--- config.mk ---
export PLATFORM = sky130hd
export DESIGN_NAME = snake_control
export DESIGN_NICKNAME = d
export VERILOG_FILES = /design/src/rtl/snake_control.sv
export SDC_FILE = /design/constraint.sdc
export NUM_CORES = 1
export LEC_CHECK = 0
export ABC_AREA = 1
export BUFFER_PORTS_ARGS = -buffer_cell sky130_fd_sc_hd__buf_2
export CAP_MARGIN = 20
export CORE_MARGIN = 4
export CORE_UTILIZATION = 40
export CTS_CLUSTER_DIAMETER = 120
export DETAILED_ROUTE_END_ITERATION = 10
export GPL_TIMING_DRIVEN = 0
export PLACE_DENSITY = 0.58
export SLEW_MARGIN = 15
export SYNTH_ARGS = -nofsm -noshare
export SYNTH_HDL_FRONTEND = slang
export SYNTH_SLANG_ARGS = --single-unit
--- constraint.sdc ---
create_clock -name clk -period 1.6 [get_ports clk]
set_input_delay 0.32 -clock clk [delete_from_list [all_inputs] [get_ports clk]]
set_output_delay 0.32 -clock clk [all_outputs]
set_load 0.005 [all_outputs]
--- src/rtl/snake_control.sv ---
// rtl/snake_control.sv - control FSM sequencing init, move, shift, redraw and food for the snake datapath
module snake_control #(
    parameter int INIT_LEN    = 4,
    parameter int MAX_LEN     = 2047,
    parameter int MOVE_CYCLES = 5_000_000
) (
    input  logic        clk,
    input  logic        rst,
    input  logic        start,
    input  logic [3:0]  key,
    input  logic        isDead,
    input  logic        inc_length,
    output logic        ld_head,
    output logic        ld_q_def,
    output logic        inc_address,
    output logic        rst_address,
    output logic        draw_q,
    output logic        update_head,
    output logic        ld_head_into_prev,
    output logic        ld_q_into_curr,
    output logic        ld_prev_into_q,
    output logic        ld_curr_into_prev,
    output logic        draw_curr,
    output logic        food_en,
    output logic        lock,
    output logic        check_inc,
    output logic [3:0]  cnt_status,
    output logic [2:0]  dir,
    output logic [10:0] length,
    output logic        dead
);
    localparam int TW = (MOVE_CYCLES > 1) ? $clog2(MOVE_CYCLES) : 1;
    localparam logic [10:0] INIT_L = 11'(INIT_LEN);
    localparam logic [10:0] MAX_L  = 11'(MAX_LEN);
    localparam logic [TW-1:0] TICK_LAST = TW'(MOVE_CYCLES - 1);
    localparam logic [2:0] DIR_UP = 3'b100, DIR_DOWN = 3'b110, DIR_LEFT = 3'b000, DIR_RIGHT = 3'b001;

    typedef enum logic [3:0] {
        S_IDLE, S_CLR, S_INIT, S_DRST, S_DWAIT, S_DRAW, S_FOOD, S_WAIT,
        S_UPD, S_CHK, S_HLD, S_SWAIT, S_SLD, S_SWR, S_DEAD
    } state_t;

    state_t         state_q, state_d;
    logic [10:0]    seg_q, seg_d;
    logic [3:0]     sub_q, sub_d;
    logic [10:0]    length_q, length_d;
    logic [2:0]     dir_q, dir_d;
    logic [2:0]     pend_q, pend_d;
    logic [TW-1:0]  tick_cnt_q, tick_cnt_d;
    logic           tick_pend_q, tick_pend_d;

    logic           tick_wrap;
    logic           last_seg;
    logic           key_vld;
    logic [2:0]     key_dir;
    logic [2:0]     dir_opp;

    always_ff @(posedge clk or negedge rst) begin
        if (!rst) begin
            state_q     <= S_IDLE;
            seg_q       <= '0;
            sub_q       <= '0;
            length_q    <= INIT_L;
            dir_q       <= DIR_UP;
            pend_q      <= DIR_UP;
            tick_cnt_q  <= '0;
            tick_pend_q <= 1'b0;
        end else begin
            state_q     <= state_d;
            seg_q       <= seg_d;
            sub_q       <= sub_d;
            length_q    <= length_d;
            dir_q       <= dir_d;
            pend_q      <= pend_d;
            tick_cnt_q  <= tick_cnt_d;
            tick_pend_q <= tick_pend_d;
        end
    end

    // Key decode; a request reversing the current heading is dropped.
    always_comb begin
        key_vld = $onehot(key);
        key_dir = DIR_UP;
        case (key)
            4'b0010: key_dir = DIR_DOWN;
            4'b0100: key_dir = DIR_LEFT;
            4'b1000: key_dir = DIR_RIGHT;
            default: key_dir = DIR_UP;
        endcase
        case (dir_q)
            DIR_UP:    dir_opp = DIR_DOWN;
            DIR_DOWN:  dir_opp = DIR_UP;
            DIR_LEFT:  dir_opp = DIR_RIGHT;
            DIR_RIGHT: dir_opp = DIR_LEFT;
            default:   dir_opp = 3'b111;
        endcase
    end

    assign tick_wrap = (tick_cnt_q == TICK_LAST);
    assign last_seg  = (seg_q == length_q - 11'd1);

    always_comb begin
        state_d           = state_q;
        length_d          = length_q;
        dir_d             = dir_q;
        pend_d            = (key_vld && key_dir != dir_opp) ? key_dir : pend_q;
        ld_head           = 1'b0;
        ld_q_def          = 1'b0;
        inc_address       = 1'b0;
        rst_address       = 1'b0;
        draw_q            = 1'b0;
        update_head       = 1'b0;
        ld_head_into_prev = 1'b0;
        ld_q_into_curr    = 1'b0;
        ld_prev_into_q    = 1'b0;
        ld_curr_into_prev = 1'b0;
        food_en           = 1'b0;
        lock              = 1'b0;
        check_inc         = 1'b0;
        case (state_q)
            S_IDLE:  if (start) state_d = S_CLR;
            S_CLR: begin
                rst_address = 1'b1;
                length_d    = INIT_L;
                dir_d       = DIR_UP;
                pend_d      = DIR_UP;
                state_d     = S_INIT;
            end
            S_INIT: begin
                ld_q_def    = 1'b1;
                inc_address = 1'b1;
                ld_head     = (seg_q == 11'd0);
                if (seg_q == INIT_L - 11'd1) state_d = S_DRST;
            end
            S_DRST: begin
                rst_address = 1'b1;
                state_d     = S_DWAIT;
            end
            S_DWAIT: state_d = S_DRAW;
            S_DRAW: begin
                draw_q = 1'b1;
                if (sub_q == 4'hf) begin
                    inc_address = 1'b1;
                    state_d     = last_seg ? S_FOOD : S_DWAIT;
                end
            end
            S_FOOD: begin
                food_en = 1'b1;
                if (sub_q == 4'hf) state_d = isDead ? S_DEAD : S_WAIT;
            end
            S_WAIT:  if (tick_pend_q) state_d = S_UPD;
            S_UPD: begin
                update_head = 1'b1;
                lock        = 1'b1;
                dir_d       = pend_q;
                state_d     = S_CHK;
            end
            S_CHK: begin
                check_inc = 1'b1;
                if (inc_length && length_q < MAX_L) length_d = length_q + 11'd1;
                state_d = S_HLD;
            end
            S_HLD: begin
                ld_head_into_prev = 1'b1;
                rst_address       = 1'b1;
                state_d           = S_SWAIT;
            end
            S_SWAIT: state_d = S_SLD;
            S_SLD: begin
                ld_q_into_curr = 1'b1;
                state_d        = S_SWR;
            end
            S_SWR: begin
                ld_prev_into_q    = 1'b1;
                ld_curr_into_prev = 1'b1;
                inc_address       = 1'b1;
                state_d           = last_seg ? S_DRST : S_SWAIT;
            end
            S_DEAD:  if (start) state_d = S_CLR;
            default: state_d = S_IDLE;
        endcase
    end

    // A wrap coinciding with the WAIT exit is kept so that tick is not lost.
    always_comb begin
        seg_d       = rst_address ? 11'd0 : (inc_address ? seg_q + 11'd1 : seg_q);
        sub_d       = (state_q == S_DRAW || state_q == S_FOOD) ? sub_q + 4'd1 : 4'd0;
        tick_cnt_d  = tick_wrap ? '0 : tick_cnt_q + TW'(1);
        tick_pend_d = tick_wrap | (tick_pend_q & ~(state_q == S_WAIT && state_d != S_WAIT));
    end

    assign draw_curr  = 1'b0;
    assign cnt_status = (state_q == S_DRAW || state_q == S_FOOD) ? sub_q : 4'd0;
    assign dir        = dir_q;
    assign length     = length_q;
    assign dead       = (state_q == S_DEAD);
endmodule

==> metrics.yaml <==
status: "finished with violations"
violations: "setup timing"
async_flop_share_pct: 100
place.gp.congestion: 0.895
wl_per_cell_um: 14.5
r2r_end: "seg_q[10]$_DFFE_PN0P_"
whs_ns: 0.300
clock_sinks: 60
endpoint: "inc_address"
finalWirelength_um: 12500
synth_cell_types: 40
fin_crit_sh_pct: 117
crit_type: "reg2out"
ir_drop_mv: 0.906
setup_viol: 38
clockBufferDepth: 2
p_int_uw: 3500
cts_tree: "yes"
root_buffer: "clkbuf_8"
max_stage_delay_ns: 0.47
ant_nets: 0
cts.clk_slew.worst_paths_ns: 0.08
synth_seq_cells: 60
hp-class: "in2reg"
p_leak_uw: 0.00303
switching_share_pct: 37.2
cap_violations: 0
vias_per_cell: 5.07
num_vias: 4369
relSlewSlack_pct: 61.9
first_global_vias: 4136
clock_skew_ns: 0.00713
cts_buffers: 9
fillers: 820
grt-ovfl-total: 0
slowest_stage: "dfrtp_2"
cp_data_arrival_time_ns: 1.56
drt_iter0_drc: 269
critPathCaptureType: "output port"
syn_nets: 593
p_sw_uw: 2080
grt_max_degree: 47
combPwrFrac_pct: 43.0
crit_path_frequent_cell: "buf_6"
crit_required_ns: 1.28
ys_seq_area_share_pct: 37.0
syn-mean-instance-area_um2: 7.11
nets: 743
tightest_slew_ns: 0.567
placed_cells: 747
dieHeight_um: 109
cp_cell_sequence: "buf_6 > nand4_1 > nand2_2 > nor2_4 > inv_2 > buf_6"
finalNonFillerCells: 861
antenna_found_initial: 0
p_per_area_nw_per_um2: 916
fp.dieW_um: 109
grt_pass1_wl_um: 19100
rsz0062_at_grt: "true"
yosysWarnings: 0
post_synth_instance_area_um2: 4070
synth-edff-count: 0
fin_crit_ns: 1.88
reg2reg_depth: 10
rows: 36
setup_slack_ns: -0.280
hold_viol: 0
worst-path-max-fanout: 4
htreeDepth: 3
die-area_um2: 11900
slew_violations: 0
antenna_cells: 0
port_buffers: 40
critPathLaunch: "state_q[3]$_DFF_PN0_"
fmax_mhz: 532
pwr-share-clk_pct: 26.0
crit_family: "flip-flops"
r2r_slack_ns: -0.21
ys.flop_type: "dfrtp_1"
grt_usage_pct: 20.3
syn_inst: 573
pwr-share-seq_pct: 30.9
drive_gt1_share_pct: 42.2
reg2reg_from: "state_q[1]$_DFF_PN0_"
cp.depth: 6
hpwl_um: 7700
start_kind: "register"
ioPinCount: 42
syn2layout_area_growth_pct: 49.8
drc: 0
clk_latency_ns: 0.35
fp.coreArea_um2: 9860
initial_core_util_pct: 41.3
firstDrtPassIters: 6
cp.buffers_inverters: 3
[what timing repair did]
item,in CTS,in global routing
hold buffers,1,0
pin swaps,36,49
endpoints found under the hold margin,13,0
endpoints found under the setup margin,44,58
gates cloned,0,2
setup buffers,53,44
gates resized for setup,80,113
[synthesized netlist by cell type (2+ instances only)]
cell type    n  area [um^2]
xnor2_1      4         35.0
nand2_2      7         43.8
nand3_1     44          220
nor3_1      18         90.1
xor2_1      18          158
o21ai_1      4         20.0
inv_1       90          338
nor2_4       3         33.8
dfstp_2      3         78.8
nor2_1      72          270
inv_2       10         37.5
nand3b_1     3         22.5
nand4_1     24          150
nor4_1      10         62.6
nand2_1    122          458
a21oi_1     12         60.1
ha_1        10          125
o21ai_0     27          135
nor3b_1      2         15.0
dfrtp_1     57         1430
nor2_2       8         50.1
buf_4        5         37.5
nand3_2      3         30.0
[through the flow]
stage	utilization (%)	total power (uW)	setup slack (ns)	instance area, um^2	setup TNS, ns
after CTS	54.5	5030	-0.329	5370	-2.84
after floorplan	-	2570	-0.264	4110	-0.732
final	61.8	5580	-0.280	6100	-4.02
after global placement	45.3	2880	-0.530	4470	-4.16
after detailed placement	45.6	2900	-0.552	4500	-3.00
after global routing	61.8	5850	-0.312	6100	-7.11
[per-layer routing]
metal | up-vias | part of all wire (%) | global-route usage (%)
met4 | 0 | 3.7 | 8.75
li1 | 2147 | - | -
met3 | 39 | 3.9 | 4.68
met2 | 137 | 50 | 33.8
met1 | 2046 | 42 | 25.2
met5 | - | 0 | 0
[cell usage in the layout (no fill, tap or decap), drive strengths merged]
| master | count |
|---|---|
| nand3 | 47 |
| a211oi | 1 |
| nor3 | 19 |
| nand4 | 24 |
| o211ai | 1 |
| clkinv | 2 |
| buf | 144 |
| nor4 | 10 |
| a21oi | 13 |
| ha | 10 |
| o2111ai | 1 |
| nor3b | 2 |
| nand3b | 3 |
| xor2 | 18 |
| nand2 | 130 |
| bufinv | 1 |
| o21a | 1 |
| nor2 | 84 |
| o21ai | 32 |
| and3 | 1 |
| clkinvlp | 2 |
| a22oi | 1 |
| o21bai | 1 |
| clkbuf | 11 |
| conb | 1 |
| o31ai | 1 |
| dfrtp | 57 |
| fa | 1 |
| inv | 101 |
| dlygate4sd3 | 1 |
| xnor2 | 4 |
| dfstp | 3 |
[logic make-up (layout without fill, tap and decap cells)]
kind of cell,after synthesis,after routing,synth area share (%)
simple gates,320,320,36.8
buf+inv,107,262,10.5
flops,60,60,37.0
compound gates,52,52,7.25
xor+xnor,22,22,4.73
fa+ha+maj,11,11,3.56
other cells,1,1,0.0921
[registers in the layout (all words and copies together) (netlist names)]
register,count
dir,3
length,11
pend_q,3
seg_q,11
state_q,4
sub_q,4
tick_cnt_q,23
tick_pend_q,1
[area by class of cell]
type | instances | area [um^2] | area share (%)
Tap cell | 133 | 166 | 2.73
Multi-Input combinational cell | 406 | 2610 | 42.7
Timing Repair Buffer | 139 | 1110 | 18.2
Clock inverter | 6 | 71.3 | 1.17
Clock buffer | 10 | 138 | 2.26
Inverter | 100 | 415 | 6.81
Buffer | 7 | 75.1 | 1.23
Sequential cell | 60 | 1520 | 24.9
[power by group through the flow]
stage / sequential (uW) / clock (uW) / combinational, uW
after floorplan: 1710 / 0 / 851
after global placement: 1740 / 0 / 1140
after detailed placement: 1740 / 0 / 1160
after CTS: 1710 / 1500 / 1830
after global routing: 1740 / 1570 / 2540
final: 1730 / 1450 / 2400
[how the worst min path moves through the flow]
stage	from	endpoint	slack, ns	depth (start not counted)
2_1_floorplan	rst	dir[0]$_DFFE_PN0P_	0.02	0
3_3_place_gp	pend_q[2]$_DFFE_PN1P_	pend_q[2]$_DFFE_PN1P_	0.46	2
3_5_place_dp	rst	seg_q[8]$_DFFE_PN0P_	0.21	1
4_1_cts	inc_length	length[0]$_DFFE_PN0P_	0.23	3
5_1_grt	key[3]	pend_q[1]$_DFFE_PN0P_	0.31	4
6_report	key[3]	pend_q[1]$_DFFE_PN0P_	0.30	4
[tightest hold or removal path, delay by kind of cell]
kind	cells	cell delay (ns)
buffers and inverters	1	0.09
and+or+nand+nor	3	0.21
Note: power is estimated with default switching activity, not from simulation.
